### src/rtl/xadc_drp_responder.sv
// xadc_drp_responder
//   Stand-in DRP target mimicking the XADC primitive for the VAUX6/VAUX7
//   conversion-result registers, plus three read/write config registers.
//   One transaction is outstanding at a time. drdy_out pulses a fixed
//   READ_LATENCY cycles after the accepted den_in.
//
// Ports
//   clk, reset          : single clock, synchronous active-high reset
//   daddr_in/den_in/dwe_in/di_in : DRP request (sampled with den_in)
//   do_out/drdy_out     : DRP read data and completion pulse (registered)
//   sample_x_in/_y_in   : 12-bit samples, loaded on sample_valid_in
//   busy_out            : transaction outstanding (incl. drdy cycle)
//   err_out             : sticky flag, den_in seen while busy
module xadc_drp_responder #(
  parameter int unsigned READ_LATENCY = 4
) (
  input  logic        clk,
  input  logic        reset,
  input  logic [6:0]  daddr_in,
  input  logic        den_in,
  input  logic        dwe_in,
  input  logic [15:0] di_in,
  output logic [15:0] do_out,
  output logic        drdy_out,
  input  logic [11:0] sample_x_in,
  input  logic [11:0] sample_y_in,
  input  logic        sample_valid_in,
  output logic        busy_out,
  output logic        err_out
);

  typedef enum logic [1:0] {S_IDLE, S_WAIT, S_DONE} state_t;

  state_t      state_q, state_d;
  logic [3:0]  cnt_q, cnt_d;
  logic [6:0]  addr_q;
  logic        we_q;
  logic [15:0] wdata_q;
  logic [15:0] rdata_q;
  logic [15:0] cfg_q [3];
  logic [11:0] res_x_q, res_y_q;
  logic [15:0] do_q;
  logic        drdy_q, busy_q, err_q;

  logic        go_done;
  logic [15:0] rd_mux;
  logic        fin_we;
  logic [6:0]  fin_addr;
  logic [15:0] fin_wdata, fin_rdata;

  // Read data from the registers as they stand this cycle, so a same-cycle
  // sample_valid_in update is not yet visible.
  always_comb begin
    rd_mux = '0;
    case (daddr_in)
      7'h16:   rd_mux = {res_x_q, 4'h0};
      7'h17:   rd_mux = {res_y_q, 4'h0};
      7'h3F:   rd_mux = {15'h0, err_q};
      7'h40:   rd_mux = cfg_q[0];
      7'h41:   rd_mux = cfg_q[1];
      7'h42:   rd_mux = cfg_q[2];
      default: rd_mux = '0;
    endcase
  end

  always_comb begin
    state_d = state_q;
    cnt_d   = cnt_q;
    go_done = 1'b0;
    case (state_q)
      S_IDLE: begin
        if (den_in) begin
          cnt_d = 4'(READ_LATENCY - 1);
          if (READ_LATENCY == 1) begin
            state_d = S_DONE;
            go_done = 1'b1;
          end else begin
            state_d = S_WAIT;
          end
        end
      end
      S_WAIT: begin
        // cnt==1 here means the next cycle is the drdy cycle.
        if (cnt_q == 4'd1) begin
          state_d = S_DONE;
          go_done = 1'b1;
        end else begin
          cnt_d = cnt_q - 4'd1;
        end
      end
      S_DONE:  state_d = S_IDLE;
      default: state_d = S_IDLE;
    endcase
  end

  // Completion is registered on the edge entering S_DONE. With a latency of
  // one that is the accepting edge itself, so the request comes straight
  // from the inputs instead of the capture registers.
  always_comb begin
    if (state_q == S_IDLE) begin
      fin_we    = dwe_in;
      fin_addr  = daddr_in;
      fin_wdata = di_in;
      fin_rdata = rd_mux;
    end else begin
      fin_we    = we_q;
      fin_addr  = addr_q;
      fin_wdata = wdata_q;
      fin_rdata = rdata_q;
    end
  end

  always_ff @(posedge clk) begin
    if (reset) begin
      state_q <= S_IDLE;
      cnt_q   <= '0;
      addr_q  <= '0;
      we_q    <= 1'b0;
      wdata_q <= '0;
      rdata_q <= '0;
      for (int unsigned i = 0; i < 3; i++) cfg_q[i] <= '0;
      res_x_q <= '0;
      res_y_q <= '0;
      do_q    <= '0;
      drdy_q  <= 1'b0;
      busy_q  <= 1'b0;
      err_q   <= 1'b0;
    end else begin
      state_q <= state_d;
      cnt_q   <= cnt_d;
      busy_q  <= (state_d != S_IDLE);
      drdy_q  <= go_done;

      if (sample_valid_in) begin
        res_x_q <= sample_x_in;
        res_y_q <= sample_y_in;
      end

      if (den_in && state_q == S_IDLE) begin
        addr_q  <= daddr_in;
        we_q    <= dwe_in;
        wdata_q <= di_in;
        rdata_q <= rd_mux;
      end

      if (den_in && state_q != S_IDLE) err_q <= 1'b1;

      if (go_done) begin
        if (fin_we) begin
          case (fin_addr)
            7'h40:   cfg_q[0] <= fin_wdata;
            7'h41:   cfg_q[1] <= fin_wdata;
            7'h42:   cfg_q[2] <= fin_wdata;
            default: ;
          endcase
        end else begin
          do_q <= fin_rdata;
        end
      end
    end
  end

  assign do_out   = do_q;
  assign drdy_out = drdy_q;
  assign busy_out = busy_q;
  assign err_out  = err_q;

endmodule

### config.mk
export PLATFORM = sky130hd
export DESIGN_NAME = xadc_drp_responder
export DESIGN_NICKNAME = d
export VERILOG_FILES = /design/src/rtl/xadc_drp_responder.sv
export SDC_FILE = /design/constraint.sdc
export NUM_CORES = 1
export LEC_CHECK = 0
export ABC_CLOCK_PERIOD_IN_PS = 4300
export CORE_AREA = 5 5 131 133
export DETAILED_ROUTE_END_ITERATION = 8
export DIE_AREA = 0 0 136 138
export SYNTH_ARGS = -nofsm -noshare
export SYNTH_HDL_FRONTEND = slang
export SYNTH_SLANG_ARGS = --single-unit
### constraint.sdc
create_clock -name clk -period 4.3 [get_ports clk]
set_input_delay 0.43 -clock clk [delete_from_list [all_inputs] [get_ports clk]]
set_output_delay 0.43 -clock clk [all_outputs]
set_load 0.005 [all_outputs]
* Yosys cells after proc, flatten, opt, wreduce, memory -nomap -nowiden
Memories as Yosys holds them, arrays and structs flattened.
Cells that the tools add are included.
** Operators by class
- Add/subtract/negate cells :: 1
- Equal/unequal tests :: 13
- Mux-type cells :: 33
- Bitwise operators :: 4
- Reductions and logical operators :: 8
** Operators with widths (number)
- case mux 16 bit (6 select lines) :: 1
- 2-to-1 mux 16 bit :: 5
- == test 7 bit, second input constant :: 6
- 2-to-1 mux 1 bit :: 20
- == test 7 x 5 -> 1 bit, second input constant :: 2
- 2-to-1 mux 4 bit :: 2
- case mux 4 bit (2 select lines) :: 1
- == test 7 x 6 -> 1 bit, second input constant :: 1
- 2-to-1 mux 7 bit :: 1
- nonzero test 2 bit :: 3
- == test 4 x 1 -> 1 bit, second input constant :: 1
- 2-to-1 mux 2 bit :: 2
- != test 2 bit, second input constant :: 2
- case mux 2 bit (2 select lines) :: 1
- subtractor 4 x 1 -> 4 bit, second input constant :: 1
- OR 1 bit :: 3
- AND reduction 3 bit :: 1
- == test 2 x 1 -> 1 bit, second input constant :: 1
- logical AND 1 bit :: 2
- logical NOT 2 bit :: 1
- AND reduction 2 bit :: 1
- NOT 1 bit :: 1
** Word-level totals
- Flip-flop bits (word level) :: 89
- Bits in writable memories :: 48
- Input bits :: 52
- Output and inout bits :: 19
- Word-level logic and storage cells :: 72
- Memories kept :: 1
** Memories
- cfg_q :: depth 3, width 16, rd ports 3, clocked after Yosys merged registers in 0, write ports 3, RTL line 40 : logic [15:0] cfg_q [3];

* Longest topological paths before layout
- Depth after elaboration :: 9
- Gate-level depth with buffers :: 8
- Depth with buffers taken out :: 6

* Worst setup path after synthesis
No wires, ideal clock.
- Path kind :: register to register
- Start point :: register state_q[0]
- End point :: memory cfg_q[0][0], enable pin
- Library setup time :: 0.436 ns
- Data arrival time :: 2.980 ns
- Data required time :: 3.864 ns
- Setup slack :: 0.884 ns
- Cell stages (with the launch flop) :: 7
- Path buffers :: 2
- Period minus slack after synthesis :: 3.416 ns
- Cell sequence :: dfxtp_1 > buf_6 > or2_1 > buf_6 > nor4b_4 > o21ai_0 > o41ai_1
** RTL lines
- from (decl) :: RTL line 34 : state_t state_q, state_d;
- from (signal assigned) :: RTL line 129 : state_q <= state_d;
- to (decl) :: RTL line 40

==> run_results.csv <==
group,metric,value,unit
cts,clockBufferDepth,2,
worst_setup_path,cp-startpoint,"state_q[1]",
power_and_ir_drop,power,3.16,mW
worst_setup_path,cpPeakStageDelay,0.67,ns
global_route,grt_pass1_vias,4194,
worst_setup_path,end_kind,"flip-flop",
floorplanning,core,15700,um^2
cts,cts_setup_buffers,0,
synthesis,ys_seq_area_frac,0.559,
synthesis,synth_ff_type,"dfxtp_1",
synthesis,synth.distinct_cells,49,
timing,post-route-period-util,0.675,
global_route,grtUsageTotal,0.155,
power_and_ir_drop,power_density,437,nW/um^2
cts,cts.sinks,137,
synthesis,yosys_register_bits,137,
cts,ctsRootBufferMaster,"clkbuf_16",
global_route,antenna_found_initial,0,
synthesis,avgSynthCellArea,10.5,um^2
cts,hold_buffers,0,
floorplanning,initial_core_util,0.367,
drt,finalWirelength,14100,um
power_and_ir_drop,worst_ir_drop_vdd,324,uV
place,io_buffers,70,
cts,htree_levels,4,
floorplanning,dieArea,18800,um^2
finish,layout.nets,666,
worst_setup_path,worst-setup-path-type,"reg2reg",
place,dp_hpwl,10200,um
global_route,grt_remaining_overflow,0,
flow_run,maxCapViolCount,0,
timing,finClkSkew,0.0132,ns
finish,drive_gt1_frac,0.110,
worst_setup_path,arrival,3.02,ns
timing,relSlewSlack,0.221,
worst_setup_path,crit_slowest_cell,"dfxtp_1",
floorplanning,io_pins,71,
worst_setup_path,cp.required,4.42,ns
timing,rsz0062_at_grt,"false",
timing,tightest_slew,1.16,ns
run_status,status,"complete, no violations",
synthesis,synth_edf_count,48,
finish,final-seq-area,3220,um^2
synthesis,synth.cell_area,5760,um^2
cts,ctsResizeCount,0,
timing,hold_viol_final,0,
timing,maxSlewViolCount,0,
drt,avgRoutedWirePerCell,16.8,um
drt,drt_iter0_drc,429,
cts,cts_made_buffers,17,
cts,clk_pin_slew_worst_paths,0.06,ns
floorplanning,die_h,138,um
global_route,grt_max_degree,42,
worst_setup_path,ff2ff_path_depth,5,
hold_path,min_to,"do_out[3]",
timing,finalSetupTns,0,ns
finish,areaGrowthSynthToFinish,25.2,%
cts,insertion_delay,0.42,ns
timing,period_needed,2.90,ns
worst_setup_path,r2r_start,"state_q[1]",
drt,vias,4273,
power_and_ir_drop,p_leak,2.68,nW
drt,antenna_left,0,
hold_path,hold_start,"do_out[3]",
timing,setup_viol,0,
floorplanning,rows,46,
worst_setup_path,worstPathMaxFanout,19,
synthesis,synth_warnings,0,
worst_setup_path,path_cells,"or2_1, and4b_1, o211ai_4, o21ai_1, buf_4",
hold_path,hold_path_depth,2,
worst_setup_path,start_kind,"flip-flop",
drt,drc,0,
worst_setup_path,reg2reg_slack,1.40,ns
finish,antenna_cells,0,
finish,post-route-util,0.459,
synthesis,synth_cells,551,
worst_setup_path,timing.rr.end,"cfg_q[0][38]",
drt,first_pass_iters,5,
global_route,grt_pass1_wl,22600,um
place,place_congestion,0.867,
drt,vias_per_cell,5.08,
timing,max_freq,345,MHz
synthesis,synthArstFlopShare,0,
finish,multiInputGateArea,2330,um^2
floorplanning,die_w,136,um
hold_path,hold_path_class,"reg2reg",
cts,tritoncts,"done",
finish,fill_cells,1467,
synthesis,synth_fp_nets,605,
==> metrics by stage <==
step	setup WS, ns	hold WS [ns]	std cells	instance area [um^2]
floorplan	0.884	0.425	551	5760
global placement	1.44	0.441	809	6630
detailed placement	1.34	0.444	809	6630
CTS	1.40	0.452	841	7220
global route	1.23	0.468	841	7220
finish	1.40	0.449	841	7220
==> final cells by class <==
| class | instances | share of cell area |
|---|---|---|
| Tap cell | 216 | 0.0374 |
| Clock buffer | 22 | 0.0659 |
| Inverter | 4 | 0.00208 |
| Multi-Input combinational cell | 370 | 0.323 |
| Clock inverter | 10 | 0.0161 |
| Sequential cell | 137 | 0.447 |
| Timing Repair Buffer | 82 | 0.109 |
==> critical path, delay by kind of cell, from the launching register on <==
kind                   cells  cell delay [ns]
AND/OR/NAND/NOR            2             1.01
flip-flops                 1             0.67
AO/OA/AOI/OAI              2             0.63
buffers and inverters      1             0.28
==> registers in the layout, summed over array words and instances (netlist names) <==
signal / cells
addr_q: 7
err_out: 1
res_y_q: 12
res_x_q: 12
rdata_q: 16
busy_out: 1
cfg_q: 48
drdy_out: 1
wdata_q: 16
state_q: 2
cnt_q: 4
do_out: 16
we_q: 1
==> Yosys cell counts, drive strengths merged (2+ instances only) <==
library cell   n  area share
dfxtp         89        0.31
xor2           2      0.0030
ha             2      0.0043
edfxtp        48        0.25
or2            3      0.0033
a21oi         49       0.043
a222oi        10       0.017
a311oi         2      0.0030
nand2         84       0.055
nand3         20       0.017
nor2b          3      0.0033
inv            4      0.0026
clkbuf        22       0.014
a22o           2      0.0030
o31ai          3      0.0039
nor3          26       0.025
mux2          10       0.020
o21ai         14       0.012
and3          23       0.025
a22oi         11       0.014
nor3b          4      0.0072
a32oi          6      0.0091
buf           18       0.020
nor2          36       0.024
mux2i         44       0.076
==> per-layer routing <==
layer / part of all wire / up-vias / track usage
li1: - / 2128 / -
met1: 0.48 / 2006 / 0.219
met2: 0.44 / 118 / 0.226
met3: 0.058 / 21 / 0.0425
met4: 0.018 / 0 / 0.0578
met5: 0 / - / 0
==> placed cells by master (no fill, tap or decap), drive strengths merged, types with 20 or more instances in the layout <==
cell / Yosys / routed
dfxtp: 89 / 89
nand2: 84 / 84
clkdlybuf4s50: 0 / 69
a21oi: 49 / 49
edfxtp: 48 / 48
mux2i: 44 / 44
nor2: 36 / 36
nor3: 26 / 26
and3: 23 / 23
clkbuf: 22 / 22
nand3: 20 / 20
==> how the worst max path moves through the flow <==
stage | endpoint | slack, ns | cells past startpoint
after floorplan | cfg_q[0][0] | 0.88 | 6
after global placement | rdata_q[13] | 1.44 | 5
after detailed placement | rdata_q[15] | 1.34 | 5
after CTS | cfg_q[0][38] | 1.40 | 5
after global routing | cfg_q[0][31] | 1.23 | 5
final | cfg_q[0][38] | 1.40 | 5
==> where the power goes <==
part	total (mW)	internal [mW]	switching, mW
clock	1.44	0.902	0.541
combinational	0.288	0.126	0.163
sequential	1.42	1.39	0.0334
==> logic make-up after synthesis <==
family	after synthesis	share of synthesized area
simple gates	206	0.174
flops	137	0.559
compound gates	106	0.126
mux	54	0.0960
buf+inv	44	0.0373
xor+xnor	2	0.00304
fa+ha+maj	2	0.00434
Power figures use the tool's default switching activity.
